==> config.mk <==
export PLATFORM = sky130hd
export DESIGN_NAME = uart_rx_word_ctrl
export DESIGN_NICKNAME = d
export VERILOG_FILES = /design/src/rtl/uart_rx_word_ctrl.sv
export SDC_FILE = /design/constraint.sdc
export NUM_CORES = 1
export LEC_CHECK = 0
export CELL_PAD_IN_SITES_DETAIL_PLACEMENT = 1
export CELL_PAD_IN_SITES_GLOBAL_PLACEMENT = 1
export CORE_ASPECT_RATIO = 1.75
export CORE_UTILIZATION = 55
export CTS_CLUSTER_DIAMETER = 30
export DETAILED_ROUTE_END_ITERATION = 12
export GPL_TIMING_DRIVEN = 0
export PLACE_DENSITY_LB_ADDON = 0.1
export SLEW_MARGIN = 20
export SYNTH_ARGS = -nofsm -noshare
export SYNTH_HDL_FRONTEND = slang
export SYNTH_SLANG_ARGS = --single-unit
export TNS_END_PERCENT = 100
==> constraint.sdc <==
create_clock -name clk -period 35.4 [get_ports clk]
set_input_delay 7.08 -clock clk [delete_from_list [all_inputs] [get_ports clk]]
set_output_delay 7.08 -clock clk [all_outputs]
set_load 0.02 [all_outputs]
==> src/rtl/uart_rx_word_ctrl.sv <==
// Assembles UART bytes into little-endian 32-bit words and queues them in a word FIFO.
// Framing errors, idle timeout and FIFO overflow are reported through sticky flags.
module uart_rx_word_ctrl #(
  parameter int unsigned DEPTH   = 8,
  parameter int unsigned TIMEOUT = 100000
) (
  input  logic                     clk,
  input  logic                     rst,
  input  logic [7:0]               rdata,
  input  logic                     rdata_ready,
  input  logic                     ferr,
  input  logic                     flush,
  input  logic                     clr_status,
  output logic [31:0]              out_data,
  output logic                     out_valid,
  input  logic                     out_ready,
  output logic [$clog2(DEPTH):0]   word_count,
  output logic                     ferr_flag,
  output logic                     ovf_flag,
  output logic                     to_flag
);

  localparam int unsigned PW = $clog2(DEPTH);
  localparam int unsigned CW = PW + 1;
  localparam int unsigned IW = $clog2(TIMEOUT + 1);

  logic [1:0]    byte_cnt_q, byte_cnt_d;
  logic [23:0]   asm_q, asm_d;
  logic          pend_q, pend_d;
  logic [IW-1:0] idle_q, idle_d;
  logic [31:0]   mem_q [DEPTH];
  logic [31:0]   mem_d [DEPTH];
  logic [PW-1:0] wr_ptr_q, wr_ptr_d;
  logic [PW-1:0] rd_ptr_q, rd_ptr_d;
  logic [CW-1:0] count_q, count_d;
  logic [31:0]   out_data_q, out_data_d;
  logic          out_valid_q, out_valid_d;
  logic          ferr_flag_q, ferr_flag_d;
  logic          ovf_flag_q, ovf_flag_d;
  logic          to_flag_q, to_flag_d;

  logic          push_req, push_ok, pop, full;
  logic [31:0]   push_word;
  logic          ferr_set, to_set, ovf_set;

  // Byte assembler: error discard, word completion and idle timeout
  always_comb begin
    byte_cnt_d = byte_cnt_q;
    asm_d      = asm_q;
    pend_d     = pend_q;
    idle_d     = idle_q;
    push_req   = 1'b0;
    push_word  = 32'h0;
    ferr_set   = 1'b0;
    to_set     = 1'b0;
    if (rdata_ready) begin
      idle_d = '0;
      if (ferr || pend_q) begin
        byte_cnt_d = 2'd0;
        asm_d      = '0;
        pend_d     = 1'b0;
        ferr_set   = 1'b1;
      end else begin
        case (byte_cnt_q)
          2'd0:    asm_d[7:0]   = rdata;
          2'd1:    asm_d[15:8]  = rdata;
          2'd2:    asm_d[23:16] = rdata;
          default: begin
            push_req  = 1'b1;
            push_word = {rdata, asm_q};
          end
        endcase
        byte_cnt_d = byte_cnt_q + 2'd1;
      end
    end else begin
      if (ferr) pend_d = 1'b1;
      if (byte_cnt_q == 2'd0) begin
        idle_d = '0;
      end else if (idle_q == IW'(TIMEOUT - 1)) begin
        byte_cnt_d = 2'd0;
        idle_d     = '0;
        to_set     = 1'b1;
      end else begin
        idle_d = idle_q + IW'(1);
      end
    end
    if (flush) begin
      byte_cnt_d = 2'd0;
      pend_d     = 1'b0;
      idle_d     = '0;
      push_req   = 1'b0;
      ferr_set   = 1'b0;
      to_set     = 1'b0;
    end
  end

  // Word FIFO; a pop in the same cycle frees the slot for a push into a full FIFO
  always_comb begin
    pop      = out_valid_q & out_ready;
    full     = (count_q == CW'(DEPTH));
    push_ok  = push_req & (~full | pop);
    ovf_set  = push_req & ~push_ok;
    mem_d    = mem_q;
    wr_ptr_d = wr_ptr_q;
    rd_ptr_d = rd_ptr_q;
    count_d  = count_q;
    if (flush) begin
      wr_ptr_d = '0;
      rd_ptr_d = '0;
      count_d  = '0;
    end else begin
      if (push_ok) begin
        mem_d[wr_ptr_q] = push_word;
        wr_ptr_d        = wr_ptr_q + PW'(1);
      end
      if (pop) rd_ptr_d = rd_ptr_q + PW'(1);
      count_d = count_q + CW'(push_ok) - CW'(pop);
    end
    out_valid_d = (count_d != '0);
    out_data_d  = mem_d[rd_ptr_d];
  end

  // Sticky flags: a set in the same cycle beats clr_status
  always_comb begin
    ferr_flag_d = ferr_set | (ferr_flag_q & ~clr_status);
    ovf_flag_d  = ovf_set  | (ovf_flag_q  & ~clr_status);
    to_flag_d   = to_set   | (to_flag_q   & ~clr_status);
  end

  always_ff @(posedge clk or posedge rst) begin
    if (rst) begin
      byte_cnt_q  <= 2'd0;
      asm_q       <= '0;
      pend_q      <= 1'b0;
      idle_q      <= '0;
      mem_q       <= '{default: '0};
      wr_ptr_q    <= '0;
      rd_ptr_q    <= '0;
      count_q     <= '0;
      out_data_q  <= '0;
      out_valid_q <= 1'b0;
      ferr_flag_q <= 1'b0;
      ovf_flag_q  <= 1'b0;
      to_flag_q   <= 1'b0;
    end else begin
      byte_cnt_q  <= byte_cnt_d;
      asm_q       <= asm_d;
      pend_q      <= pend_d;
      idle_q      <= idle_d;
      mem_q       <= mem_d;
      wr_ptr_q    <= wr_ptr_d;
      rd_ptr_q    <= rd_ptr_d;
      count_q     <= count_d;
      out_data_q  <= out_data_d;
      out_valid_q <= out_valid_d;
      ferr_flag_q <= ferr_flag_d;
      ovf_flag_q  <= ovf_flag_d;
      to_flag_q   <= to_flag_d;
    end
  end

  assign out_data   = out_data_q;
  assign out_valid  = out_valid_q;
  assign word_count = count_q;
  assign ferr_flag  = ferr_flag_q;
  assign ovf_flag   = ovf_flag_q;
  assign to_flag    = to_flag_q;

endmodule

==> flow_summary.ini, run 1 <==
[detailed_routing]
drcViolationCount = 0
dr.pass1.iters = 5
wl_per_cell_um = 26.2
ant_nets = 0
drt_iter0_drc = 434
via_count = 9609
wl_um = 40500
vias_per_cell = 6.21

[sta]
min_period_over_period_pct = 29.4
rsz0062_at_grt = no
slew_headroom_pct = 31.0
tns_ns = 0
setup_viol = 0
fin_worst_skew_ns = 0.0173
hold-worst-slack_ns = 0.483
period_needed_ns = 10.39
fmax_mhz = 96.2
hold_viol_final = 0
maxSlewViolCount = 0
worstMarginPinSlew_ns = 1.03

[logic_synthesis]
synth_area_leaders = dfrtp_1, mux2_2, o22ai_1
synth_edf_count = 0
yosysSeqAreaShare_pct = 57.8
syn_inst = 1085
syn_nets = 1113
syn_avg_cell_area_sq_um = 13.8
synth_top_area_share_pct = 57.8
synth_most_common_cell = dfrtp_1
yosysWarnings = 0
synth_largest_area_cell = dfrtp_1
async_flop_share_pct = 100
synthTopCellsByCount = dfrtp_1, mux2_2, o22ai_1, clkbuf_1, mux2_4
synth.distinct_cells = 55
synth-seq-cells = 346
synth-main-ff-cell = dfrtp_1
syn_area_sq_um = 15000

[power]
seq_power_share_pct = 40.3
ir_drop_uv = 41.8
swShare_pct = 25.9
p_switching_mw = 0.270
p_int_mw = 0.769
clockPowerShare_pct = 46.5
leakage_nw = 8.35
powerDensity_nw_per_um2 = 59.0
comb_power_share_pct = 13.2

[global_route]
track_usage_pct = 30.7
antenna_found_initial = 0
overflow = 0
grt_pass1_vias = 11180
grt_first_pass_wirelength_um = 64600
grt_max_degree = 104

[clock_tree]
cts_max_level = 2
clock_path_buffers = 3
clock-sinks = 346
cts-root-buf = clkbuf_16
clk_latency_ns = 0.56
post_cts_buffers = 0
ctsResizeCount = 0
cts_tree = built
hold_buffers = 0
clkTransAtPathRegs_ns = 0.05
cts_made_buffers = 47

[finish]
n_antenna_cell = 0
final_cells = 1547
area_growth_pct = 17.6
ff_latch_area_sq_um = 8660
nFillCells = 2480
nets = 1218
drive_gt1_share_pct = 30.2
multi_input_area_sq_um = 5780

[placed_design]
gp_congestion = 0.794
placed_cells = 1465
hpwl_um = 25400
io_buffers = 53

[critical_path]
critPathLaunch = rdata_ready
arrival_ns = 10.81
cp_top_family = simple AND/OR/NAND/NOR gates
timing.critical_path.slowest_cell_delay_ns = 0.65
start_kind = input port
crit_slowest_cell = or4b_2
crit_chain = clkdlybuf4s50_1, buf_4, or4b_2, a211oi_1, inv_1, ha_1, inv_1, ha_1, fa_1, xnor2_1, nor2_1, or4_1
end_kind = register
r2r_start = pend_q
critPathMaxFanout = 10
crit_required_ns = 35.82
path_buf_inv = 4
worstSetupPathType = input port to register

[hold_path]
hold_class = register to register
hp-start = idle_q[0]

[job]
cap_violations = 0

[die]
start_util_pct = 56.2
die_area_sq_um = 27900
pin_count = 55
rows = 79
dieWidth_um = 127
core_area_sq_um = 26700
die_height_um = 220

[status]
outcome = complete, no violations
-- area by class of cell --
| type | instances | share of cell area [%] |
|---|---|---|
| Sequential cell | 346 | 49.1 |
| Inverter | 12 | 0.298 |
| Timing Repair Buffer | 56 | 3.48 |
| Clock buffer | 57 | 7.35 |
| Multi-Input combinational cell | 633 | 32.8 |
| Clock inverter | 25 | 1.79 |
| Tap cell | 324 | 2.30 |
| Buffer | 94 | 2.83 |
-- placed cells by master, fill, tap and decap left out, types with 22 or more instances in the layout --
cell type	netlist	final
and2_1	32	32
clkbuf_1	66	70
clkbuf_16	0	49
clkdlybuf4s50_1	0	53
dfrtp_1	346	346
mux2_1	26	26
mux2_2	183	183
mux2_4	47	47
nor2_1	25	25
nor4_1	22	22
o22ai_1	126	126
-- metal layers --
layer | track usage, % | vias to the layer above | wire length [um]
li1 | - | 4205 | -
met1 | 35.4 | 5062 | 15700
met2 | 56.5 | 237 | 21800
met3 | 4.38 | 105 | 1420
met4 | 13.8 | 0 | 1620
met5 | 0 | - | 0
-- kinds of logic after synthesis --
| group | Yosys count | synth area share, % |
|---|---|---|
| compound gates | 189 | 9.37 |
| xor+xnor | 20 | 1.17 |
| fa+ha+maj | 13 | 1.14 |
| buf+inv | 106 | 3.63 |
| flops | 346 | 57.8 |
| mux | 256 | 20.4 |
| simple gates | 155 | 6.51 |
-- power groups by stage --
stage | clock network [mW] | logic, mW | registers (mW)
2_1_floorplan | 0 | 0.0635 | 0.442
5_1_grt | 0.504 | 0.147 | 0.420
4_1_cts | 0.489 | 0.139 | 0.419
3_3_place_gp | 0 | 0.133 | 0.425
3_5_place_dp | 0 | 0.137 | 0.425
6_report | 0.483 | 0.137 | 0.418
-- stage by stage --
stage | util [%] | area [sq um] | setup WS [ns] | power (mW)
2_1_floorplan | - | 15000 | 18.73 | 0.506
3_3_place_gp | 59.7 | 15900 | 14.81 | 0.558
3_5_place_dp | 60.0 | 16000 | 24.51 | 0.563
4_1_cts | 66.0 | 17600 | 25.01 | 1.05
5_1_grt | 66.0 | 17600 | 24.79 | 1.07
6_report | 66.0 | 17600 | 25.01 | 1.04
-- worst paths after layout --
| kind | cells past startpoint | to | slack, ns |
|---|---|---|---|
| max in group asynchronous | 5 | wr_ptr_q[0] | 26.64 |
| min reg2reg | 1 | idle_q[0] | 0.48 |
| max reg2reg | 10 | out_valid | 31.75 |
| min in group asynchronous | 2 | mem_q[148] | 7.00 |
| max | 12 | out_valid | 25.01 |
| min | 1 | idle_q[0] | 0.48 |
-- state kept, by name (all words and copies together) (netlist names) --
| name | flops |
|---|---|
| pend_q | 1 |
| asm_q | 24 |
| idle_q | 17 |
| out_data | 32 |
| ferr_flag | 1 |
| ovf_flag | 1 |
| to_flag | 1 |
| out_valid | 1 |
| byte_cnt_q | 2 |
| rd_ptr_q | 3 |
| wr_ptr_q | 3 |
| mem_q | 256 |
| word_count | 4 |
(Power assumes the default switching activity.)
==> inputs of run 2 (changes only) <==
CORE_UTILIZATION = 46   (was 55)
clock period = 9.2 ns   (was 35.4 ns; I/O delays follow)
==> run 2 against run 1 <==
Effect of this change:
- the run now ends with DRC left
- critical path depth stayed put
- non-clock buffer count up 9
- final cell count is 6.2% higher
- hold slack lost 0.0034 ns
- power grew to 4.0 times the previous value
- sequential power rose to 3.9 times the previous value
- clock skew up 0.0023 ns
- wire length is 0.33% lower
- sequential cell count did not move
- sequential share of layout area fell by 1.2 points
- register-to-register slack worse by 26 ns
- largest cell class unchanged
- highest routed layer unchanged
==> flow_summary.ini, run 2 (synthesis results as in run 1) <==
[die]
die_area_sq_um = 33300
pin_count = 55
start_util_pct = 46.7
core_area_sq_um = 32100
die_height_um = 241
dieWidth_um = 138
rows = 87

[global_route]
grt_pass1_vias = 10870
antenna_found_initial = 0
grt_max_degree = 33
track_usage_pct = 25.6
grt_first_pass_wirelength_um = 64400
overflow = 0

[status]
violations = DRC
outcome = finished with violations

[power]
powerDensity_nw_per_um2 = 229
clockPowerShare_pct = 48.1
seq_power_share_pct = 38.9
power_mw = 4.13
swShare_pct = 26.5
p_switching_mw = 1.10
ir_drop_uv = 184
leakage_nw = 8.51
comb_power_share_pct = 13.0
p_int_mw = 3.04

[sta]
min_period_over_period_pct = 54.8
worstMarginPinSlew_ns = 1.04
fin_worst_skew_ns = 0.0196
hold_viol_final = 0
rsz0062_at_grt = no
fmax_mhz = 198
slew_headroom_pct = 30.3
maxSlewViolCount = 0
tns_ns = 0
setup_viol = 0
period_needed_ns = 5.04

[clock_tree]
clkTransAtPathRegs_ns = 0.05
clock-sinks = 346
cts_made_buffers = 51
post_cts_buffers = 0
cts_tree = built
hold_buffers = 0
clock_path_buffers = 3
cts-root-buf = clkbuf_16
cts_max_level = 2
clk_latency_ns = 0.57
ctsResizeCount = 0

[critical_path]
critPathMaxFanout = 10
start_kind = input port
end_kind = register
crit_required_ns = 9.63
arrival_ns = 5.47
worstSetupPathType = input port to register

[hold_path]
hold_class = register to register

[detailed_routing]
drcViolationCount = 4
wl_um = 40400
wl_per_cell_um = 24.6
ant_nets = 0
vias_per_cell = 5.79
drt_iter0_drc = 311
dr.pass1.iters = 8
via_count = 9512

[finish]
n_antenna_cell = 0
nFillCells = 3124
postLayoutCoreUtil_pct = 56.2
nets = 1231
final_common_cell = dfrtp_1
area_growth_pct = 20.4
largest_reg_flops = 256
drive_gt1_share_pct = 31.5
final_cell_mix = dfrtp_1, mux2_2, o22ai_1
largest-register = mem_q

[placed_design]
gp_congestion = 0.753
hpwl_um = 26900
io_buffers = 53

[job]
cap_violations = 0
==> run 2: cell count changes in the layout (fill, tap and decap cells not counted) <==
| cell | previous run | this run |
|---|---|---|
| buf_12 | 0 | 10 |
| inv_6 | 2 | 6 |
| clkbuf_16 | 49 | 52 |
| clkbuf_8 | 4 | 7 |
| clkbuf_1 | 70 | 68 |
| clkinvlp_4 | 7 | 9 |
| buf_16 | 3 | 2 |
| bufinv_16 | 6 | 5 |
| clkinv_8 | 0 | 1 |
| inv_8 | 1 | 2 |
==> run 2: area by class of cell <==
type / instances / area (sq um) / area share (%)
timing repair buffer: 65 / 786 / 4.35
tap: 400 / 500 / 2.77
buffer: 94 / 499 / 2.77
clock inverter: 32 / 367 / 2.03
clock buffer: 61 / 1410 / 7.79
sequential: 346 / 8660 / 48.0
multi-input combinational: 633 / 5780 / 32.0
inverter: 12 / 48.8 / 0.270
==> run 2: worst paths after layout <==
kind	slack (ns)	end	depth (start not counted)	start
worst max-delay path	4.16	out_valid	12	rdata_ready
worst min-delay path	0.48	mem_q[154]	1	mem_q[154]
worst max register to register	5.63	out_valid	10	pend_q
worst min register to register	0.48	mem_q[154]	1	mem_q[154]
max in group asynchronous	6.23	rd_ptr_q[2]	6	rst
min in group asynchronous	1.68	mem_q[244]	2	rst
==> run 2: layer usage <==
metal / vias to the layer above / track usage [%] / share of wire [%]
met5: - / 0 / 0
met4: 0 / 9.23 / 3.1
met3: 77 / 3.00 / 2.2
met2: 132 / 47.3 / 54
met1: 5075 / 30.6 / 41
li1: 4228 / - / -
==> run 2: stage by stage <==
stage / setup slack (ns) / hold WS (ns) / instances / instance area, sq um
3_3_place_gp: 0.352 / 0.464 / 1538 / 16000
4_1_cts: 4.12 / 0.482 / 1643 / 18000
5_1_grt: 3.91 / 0.493 / 1643 / 18000
2_1_floorplan: 2.73 / 0.455 / 1085 / 15000
6_report: 4.16 / 0.480 / 1643 / 18000
3_5_place_dp: 3.55 / 0.471 / 1550 / 16300
==> run 2: critical path, cell delays in order <==
cell	delay [ns]
clkdlybuf4s50_1	0.51
buf_4	0.18
or4b_2	0.63
a211oi_1	0.45
inv_1	0.15
ha_1	0.30
inv_1	0.04
ha_1	0.21
fa_1	0.42
xnor2_1	0.16
nor2_1	0.07
or4_1	0.52
==> run 2: power by group through the flow <==
stage	combinational [mW]	sequential, mW	clock, mW
3_5_place_dp	0.539	1.64	0
4_1_cts	0.544	1.61	2.02
2_1_floorplan	0.245	1.70	0
5_1_grt	0.578	1.62	2.08
3_3_place_gp	0.522	1.64	0
6_report	0.536	1.61	1.99
